--- src/rtl/hier_seq_node.sv ---
// hier_seq_node: hierarchy node that sequences NUM_CHILDREN child channels,
// either one after another (i_mode=0) or all at once (i_mode=1). Children
// are launched with one-cycle start pulses; their one-cycle done pulses are
// collected, and the node reports busy, a done pulse, errors and a run count.
//
// Optional feature: define HIER_SEQ_NODE_TIMEOUT_EN to build a per-WAIT
// timer that declares a child hung after CHILD_TIMEOUT cycles.
//
// Ports:
//   i_clk          clock, rising edge
//   i_rst          asynchronous active-high reset
//   i_start        run request, sampled only in IDLE
//   i_mode         0 = sequential, 1 = parallel, latched on accepted start
//   o_child_start  one-cycle launch pulses, one bit per child
//   i_child_done   one-cycle completion pulses, one bit per child
//   o_busy         high from LAUNCH through FIN
//   o_done         one-cycle pulse in FIN
//   o_err          at least one child timed out in the last run
//   o_err_mask     children that timed out in the last run
//   o_run_count    completed runs, wrapping
//
// State   | meaning
// --------+-----------------------------------------------------------
// IDLE    | waiting for i_start
// LAUNCH  | one cycle: pulse child_start (current child or all children)
// WAIT    | collect done pulses (and count timeout cycles if enabled)
// FIN     | one cycle: done pulse, run_count increment
module hier_seq_node #(
    parameter int NUM_CHILDREN  = 5,
    parameter int CHILD_TIMEOUT = 200,
    parameter int CNT_W         = 16
) (
    input  logic                    i_clk,
    input  logic                    i_rst,
    input  logic                    i_start,
    input  logic                    i_mode,
    output logic [NUM_CHILDREN-1:0] o_child_start,
    input  logic [NUM_CHILDREN-1:0] i_child_done,
    output logic                    o_busy,
    output logic                    o_done,
    output logic                    o_err,
    output logic [NUM_CHILDREN-1:0] o_err_mask,
    output logic [CNT_W-1:0]        o_run_count
);

    localparam int IDX_W = (NUM_CHILDREN > 1) ? $clog2(NUM_CHILDREN) : 1;
    localparam logic [IDX_W-1:0]        LAST_IDX = IDX_W'(NUM_CHILDREN - 1);
    localparam logic [NUM_CHILDREN-1:0] ALL_ONES = '1;
    localparam logic [NUM_CHILDREN-1:0] ONE_HOT0 = NUM_CHILDREN'(1);

    localparam logic [1:0] S_IDLE   = 2'd0;
    localparam logic [1:0] S_LAUNCH = 2'd1;
    localparam logic [1:0] S_WAIT   = 2'd2;
    localparam logic [1:0] S_FIN    = 2'd3;

    logic [1:0]              r_state;
    logic                    r_mode;
    logic [IDX_W-1:0]        r_idx;
    logic [NUM_CHILDREN-1:0] r_pending;
    logic [CNT_W-1:0]        r_run_count;

    logic                    w_seq_hit;
    logic [NUM_CHILDREN-1:0] w_pend_next;
    logic                    w_par_clear;
    logic                    w_timeout;

    assign w_seq_hit   = i_child_done[r_idx];
    assign w_pend_next = r_pending & ~i_child_done;
    assign w_par_clear = (w_pend_next == '0);

`ifdef HIER_SEQ_NODE_TIMEOUT_EN
    localparam int TMR_W = $clog2(CHILD_TIMEOUT + 1);
    localparam logic [TMR_W-1:0] TMR_LAST = TMR_W'(CHILD_TIMEOUT - 1);

    logic [TMR_W-1:0]        r_timer;
    logic                    r_err;
    logic [NUM_CHILDREN-1:0] r_err_mask;

    // Timer holds the number of WAIT cycles already elapsed, so the
    // CHILD_TIMEOUT-th WAIT cycle is the one seeing TMR_LAST.
    assign w_timeout = (r_state == S_WAIT) && (r_timer == TMR_LAST);

    always_ff @(posedge i_clk or posedge i_rst) begin
        if (i_rst) begin
            r_timer    <= '0;
            r_err      <= 1'b0;
            r_err_mask <= '0;
        end else begin
            if (r_state == S_LAUNCH)
                r_timer <= '0;
            else if (r_state == S_WAIT)
                r_timer <= r_timer + TMR_W'(1);

            if (r_state == S_IDLE && i_start) begin
                r_err      <= 1'b0;
                r_err_mask <= '0;
            end else if (w_timeout) begin
                // A completion arriving on the last cycle wins over the timeout.
                if (!r_mode && !w_seq_hit) begin
                    r_err      <= 1'b1;
                    r_err_mask <= r_err_mask | (ONE_HOT0 << r_idx);
                end else if (r_mode && !w_par_clear) begin
                    r_err      <= 1'b1;
                    r_err_mask <= r_err_mask | w_pend_next;
                end
            end
        end
    end

    assign o_err      = r_err;
    assign o_err_mask = r_err_mask;
`else
    assign w_timeout  = 1'b0;
    assign o_err      = 1'b0;
    assign o_err_mask = '0;
`endif

    always_ff @(posedge i_clk or posedge i_rst) begin
        if (i_rst) begin
            r_state     <= S_IDLE;
            r_mode      <= 1'b0;
            r_idx       <= '0;
            r_pending   <= '0;
            r_run_count <= '0;
        end else begin
            case (r_state)
                S_IDLE: begin
                    if (i_start) begin
                        r_mode  <= i_mode;
                        r_idx   <= '0;
                        r_state <= S_LAUNCH;
                    end
                end
                S_LAUNCH: begin
                    if (r_mode)
                        r_pending <= ALL_ONES;
                    r_state <= S_WAIT;
                end
                S_WAIT: begin
                    if (!r_mode) begin
                        if (w_seq_hit || w_timeout) begin
                            if (r_idx == LAST_IDX) begin
                                r_state <= S_FIN;
                            end else begin
                                r_idx   <= r_idx + IDX_W'(1);
                                r_state <= S_LAUNCH;
                            end
                        end
                    end else begin
                        r_pending <= w_pend_next;
                        if (w_par_clear || w_timeout)
                            r_state <= S_FIN;
                    end
                end
                S_FIN: begin
                    r_run_count <= r_run_count + CNT_W'(1);
                    r_state     <= S_IDLE;
                end
                default: r_state <= S_IDLE;
            endcase
        end
    end

    assign o_child_start = (r_state != S_LAUNCH) ? '0 :
                           (r_mode ? ALL_ONES : (ONE_HOT0 << r_idx));
    assign o_busy        = (r_state != S_IDLE);
    assign o_done        = (r_state == S_FIN);
    assign o_run_count   = r_run_count;

endmodule

--- config.mk ---
export PLATFORM = sky130hd
export DESIGN_NAME = hier_seq_node
export DESIGN_NICKNAME = d
export VERILOG_FILES = /design/src/rtl/hier_seq_node.sv
export SDC_FILE = /design/constraint.sdc
export NUM_CORES = 1
export LEC_CHECK = 0
export CAP_MARGIN = 20
export CORE_MARGIN = 10
export CORE_UTILIZATION = 43
export DETAILED_ROUTE_END_ITERATION = 8
export PLACE_DENSITY = 0.71
export REMOVE_ABC_BUFFERS = 1
export SKIP_LAST_GASP = 1
export SYNTH_ARGS = -nofsm -noshare
export SYNTH_HDL_FRONTEND = slang
export SYNTH_SLANG_ARGS = --single-unit
--- constraint.sdc ---
create_clock -name i_clk -period 1.7 [get_ports i_clk]
set_input_delay 0.17 -clock i_clk [delete_from_list [all_inputs] [get_ports i_clk]]
set_output_delay 0.17 -clock i_clk [all_outputs]
set_load 0.01 [all_outputs]
# Word-level counts from Yosys, hierarchy flattened
# Index checks and enable logic that the tools add are counted.
dict set report totals {
  regBits 27
  word_cells 51
  out_inout_bits 29
}
dict set report op_classes {
  magnitude_cmp 1
  n_eq_ne 13
  muxes 18
  shift 1
  n_reduce_logical 9
  n_addsub 2
  n_bitwise 2
}
# cell count
set op_table {}
lappend op_table {{two-way mux 5 bit} 4}
lappend op_table {{adder 16 x 1 -> 16 bit, second input constant} 1}
lappend op_table {{two-way mux 3 bit} 4}
lappend op_table {{!= test 2 bit, second input constant} 6}
lappend op_table {{two-way mux 2 bit} 5}
lappend op_table {{case mux 5 bit (2 select lines)} 1}
lappend op_table {{case mux 2 bit (4 select lines)} 1}
lappend op_table {{!= test 3 bit, second input constant} 2}
lappend op_table {{case mux 3 bit (2 select lines)} 1}
lappend op_table {{AND reduction 3 bit} 2}
lappend op_table {{nonzero test 2 bit} 3}
lappend op_table {{bitwise AND 5 bit} 1}
lappend op_table {{zero test 5 bit} 1}
lappend op_table {{inverter 5 bit} 1}
lappend op_table {{AND reduction 5 bit} 1}
lappend op_table {{<< shifter 1 x 3 -> 5 bit, first input constant} 1}
lappend op_table {{== test 2 bit, second input constant} 2}
lappend op_table {{less-than comparator 3 x 4 -> 1 bit, second input constant} 1}
lappend op_table {{adder 3 x 1 -> 3 bit, second input constant} 1}
lappend op_table {{binary-select mux 1 bit (select 3 bit)} 1}
lappend op_table {{== test 3 bit, second input constant} 1}
lappend op_table {{== test 2 x 1 -> 1 bit, second input constant} 1}
lappend op_table {{zero test 2 bit} 1}
lappend op_table {{!= test 2 x 1 -> 1 bit, second input constant} 1}
lappend op_table {{other kinds (2)} 2}

# Logic depth before layout (Yosys ltp)
dict set report logic_depth {
  word_depth 6
  depth_mapped 6
  ltp_nobuf 6
}

# Worst setup path after synthesis
# Ideal clock, no wire load.
dict set report synth_path {
  kind {reg2reg}
  from {register r_idx[0]}
  to {register r_idx[1]}
  path_stages_with_launch 7
  path_slack_ns 0.056
  period_less_slack_ns 1.644
  arrival_time_ns 1.524
  path_cell_list {dfrtp_1 inv_1 ha_1 a21oi_1 nand2_1 o311a_1 a31o_1}
}
dict set report synth_via {
  elab_chain_len 5
  elab_cells_between_ends 11
  classes_between {1 x add/sub; 3 x eq/ne; 6 x mux; 1 x reduce/logical}
}
# element line
set synth_lines {}
lappend synth_lines {{start, declared} 58} ;# logic [IDX_W-1:0] r_idx;
lappend synth_lines {{start signal, assigned} 145} ;# r_idx <= r_idx + IDX_W'(1);
lappend synth_lines {{adder 3 x 1 -> 3 bit} 145}
lappend synth_lines {{two-way mux 3 bit} 142} ;# if (r_idx == LAST_IDX) begin
lappend synth_lines {{two-way mux 3 bit} 141} ;# if (w_seq_hit || w_timeout) begin
lappend synth_lines {{two-way mux 3 bit} 140} ;# if (!r_mode) begin
lappend synth_lines {{case mux 3 bit (2 select lines)} 126} ;# case (r_state)
# Several ways; a longest one is shown, not always the timed one. The select of a mux whose other input is x is not followed.
# A chain may end at the register's enable or synchronous reset.

# Final worst setup path
# Ends and elaborated chain as after synthesis.

==> summary.md <==
| Metric | Value |
|---|---|
| Max VDD drop | 0.7745 mV |
| Antenna Nets Post-Route | 0 |
| Non-filler cells, final | 240 |
| Post-Syn Area | 1484 um2 |
| Insertion delay to the later sink of the worst-skew pair | 0.32 ns |
| Crit share post-route | 100.7% |
| Main synth FF type | dfrtp_1 |
| Most common cell in the netlist | dfrtp_1 |
| Maximum clock rate | 584.2 MHz |
| Final #Nets | 210 |
| Post-synth EDFFs | 0 |
| DIE AREA | 6201 um2 |
| Mapped Avg Cell Area | 10.09 um2 |
| Number of global-route vias before repair | 1,349 |
| Worst Setup End Kind | flop |
| Arrival time worst endpoint | 1.94 ns |
| 1st-iter DRT viols | 72 |
| YS warnings | 0 |
| I/O pin total | 38 |
| Detail-routed via count per cell | 5.329 |
| Fillers | 297 |
| Min Tclk post-route | 1.712 ns |
| Outcome | finished, violations left |
| Area share of the leading cell type in the synthesized netlist | 45.53% |
| Detail Placement HPWL | 2778 um |
| Max-cap violation count | 0 |
| Vias | 1,279 |
| Crit start category | flop |
| CTS Buffer Depth | 2 |
| Post-synth top cells | dfrtp_1 (27), nor2_1 (15), xnor2_1 (10) |
| DRC viols | 0 |
| Final hold violation count | 0 |
| Synth-to-layout area growth | 34.40% |
| Worst-path cell chain | buf_6 > buf_6 > mux4_2 > nand2_2 > nand2_1 > a31o_1 |
| Layout cells sized above 1 | 20.62% |
| CTS tree | done |
| Post-synth ARST share | 100.0% |
| Placer Congestion | 0.9671 |
| Row cnt | 21 |
| Initial antenna violation count | 0 |
| Layout Utilization | 59.77% |
| Setup WS pre-CTS | -0.08906 ns |
| Clk slew on worst S/H paths | 0.14 ns |
| Post-CTS Hold Fix Bufs | 0 |
| Ant. Diodes | 0 |
| Width of the chip | 78.75 um |
| LEAKAGE | 0.9373 nW |
| Synth Instances | 147 |
| Cell Count Post-Placement | 227 |
| HP Class | primary input to async pin |
| Overall power | 2.799 mW |
| Core Region | 3337 um2 |
| Synth area leader | dfrtp_1 |
| Initial Utilization | 44.47% |
| Cts bufs inserted | 3 |
| Largest net degree at the start of global routing | 28 |
| Failing checks | negative setup slack |
| GRT Util Overall | 11.96% |
| Worst Setup Slack, final | -0.01161 ns |
| TritonRoute pass-1 iters | 5 |
| IO buf count | 31 |
| Distinct cells, synth | 36 |
| RSZ-0062 raised after global routing | true |
| Max-slew violation count | 0 |
| FF+latch area | 676.9 um2 |
| Cell mode on critical path | buf_6 |
| Clk root buf | clkbuf_4 |
| CP required | 1.93 ns |
| Total grt overflow | 0 |
| #FFs+latches synth | 27 |
| # setup viols final | 2 |
| Routed wire length | 3642 um |
| Slowest CP cell | mux4_2 |
| Clock sink count | 27 |
| Setup TNS | -0.01478 ns |
| CP Class | flop to flop |
| Clock Skews | 0.003022 ns |
| CTS HTree Levels | 1 |
| WL per Instance | 15.18 um |
| Area contributors post-synth | dfrtp_1 (46%), xnor2_1 (5.9%), ha_1 (5.1%) |
| CP peak stage delay | 0.50 ns |
| Crit path max fanout | 4 |
| PD cells | 1403 nW/um2 |
| DIE HEIGHT | 78.75 um |
| Sequential cell area fraction in the yosys report | 45.53% |
| Global-route wire length before repair | 6147 um |
| Area of the multi-input gates | 774.5 um2 |
## logic make-up (layout without fill, tap and decap cells)
| logic type | after synthesis | after routing | synth area share, % |
|---|---|---|---|
| and+or+nand+nor | 51 | 51 | 18.04 |
| DFF | 27 | 27 | 45.53 |
| AOI/OAI and AO/OA | 25 | 25 | 12.73 |
| buffers and inverters | 19 | 61 | 6.492 |
| xor gates and xnor gates | 15 | 15 | 8.853 |
| adders and majority gates | 6 | 6 | 5.059 |
| muxes | 3 | 3 | 3.035 |
| other | 1 | 6 | 0.2527 |
## registers in the layout, indices dropped and copies added, names as in the netlist
name	cells
r_pending	5
r_state	2
r_idx	3
o_run_count	16
r_mode	1
## metal layers
| layer | share of wire (%) | global-route usage, % |
|---|---|---|
| met1 | 38 | 12.36 |
| met2 | 53 | 22.86 |
| met3 | 6.7 | 2.703 |
| met4 | 2.0 | 4.480 |
| met5 | 0 | 0 |
## layout make-up
type	instances	share of cell area (%)
clock inverter	1	0.2509
sequential	27	33.94
multi-input combinational	106	38.83
clock buffer	3	1.129
tap	46	2.886
inverter	9	1.819
timing repair buffer	48	21.14
## critical path: cells and delay by family (launching register included)
kind                   cells  cell delay [ns]
muxes                      1             0.50
and+or+nand+nor            2             0.22
DFF                        1             0.43
buffers and inverters      2             0.23
AOI/OAI and AO/OA          1             0.23
## stage by stage
stage          cell area, um2  hold slack, ns
4_1_cts                  1978          0.1859
3_5_place_dp             1868          0.4638
5_1_grt                  1994          0.2087
3_3_place_gp             1868          0.4620
6_report                 1994          0.1819
2_1_floorplan            1440          0.2227
## report_power, final
group / total (mW) / switching, mW / leakage [nW] / internal [mW]
Sequential: 0.973 / 0.173 / 0.357 / 0.800
Clock: 0.277 / 0.189 / 0.0177 / 0.0883
Combinational: 1.55 / 0.761 / 0.562 / 0.788
## final timing paths
| check | start | to | slack [ns] | cells after the start |
|---|---|---|---|---|
| worst max-delay path | r_idx[0]$_DFFE_PP0P_ | r_idx[1]$_DFFE_PP0P_ | -0.01 | 6 |
| worst min-delay path | i_rst | o_run_count[15]$_DFFE_PP0P_ | 0.18 | 3 |
| worst max register to register | r_idx[0]$_DFFE_PP0P_ | r_idx[1]$_DFFE_PP0P_ | -0.01 | 6 |
| worst min register to register | o_run_count[15]$_DFFE_PP0P_ | o_run_count[15]$_DFFE_PP0P_ | 0.48 | 1 |
| max in group asynchronous | i_rst | r_state[0]$_DFFE_PP0P_ | 1.25 | 3 |
| min in group i_clk | i_mode | r_mode$_DFFE_PP0P_ | 0.45 | 2 |
## layout by cell type (no fill, tap or decap), types with 2 or more instances in the layout
cell type        instances
buf_2                    2
dlygate4sd2_1            2
xor2_1                   5
clkbuf_4                 3
o2bb2ai_1                2
o221ai_1                 2
xnor2_1                 10
nand4_1                  5
conb_1                   6
o21ai_0                  2
nand3_1                  7
dfrtp_1                 26
mux2_2                   2
o22a_1                   5
clkbuf_2                 3
nor2b_1                  2
and3_1                   4
buf_4                   14
buf_6                    3
and4_1                   2
nor2_1                  14
inv_1                    8
a21oi_1                  4
ha_1                     5
nand2_1                  7
nand2b_1                 3
a31oi_1                  4
clkdlybuf4s50_1         24
## what timing repair did
item,in CTS,in global routing
hold endpoints to repair,0,0
pin swaps,0,2
setup buffers,9,0
gates resized for setup,21,11
endpoints found under the setup margin,8,10
Power figures use the tool's default switching activity.
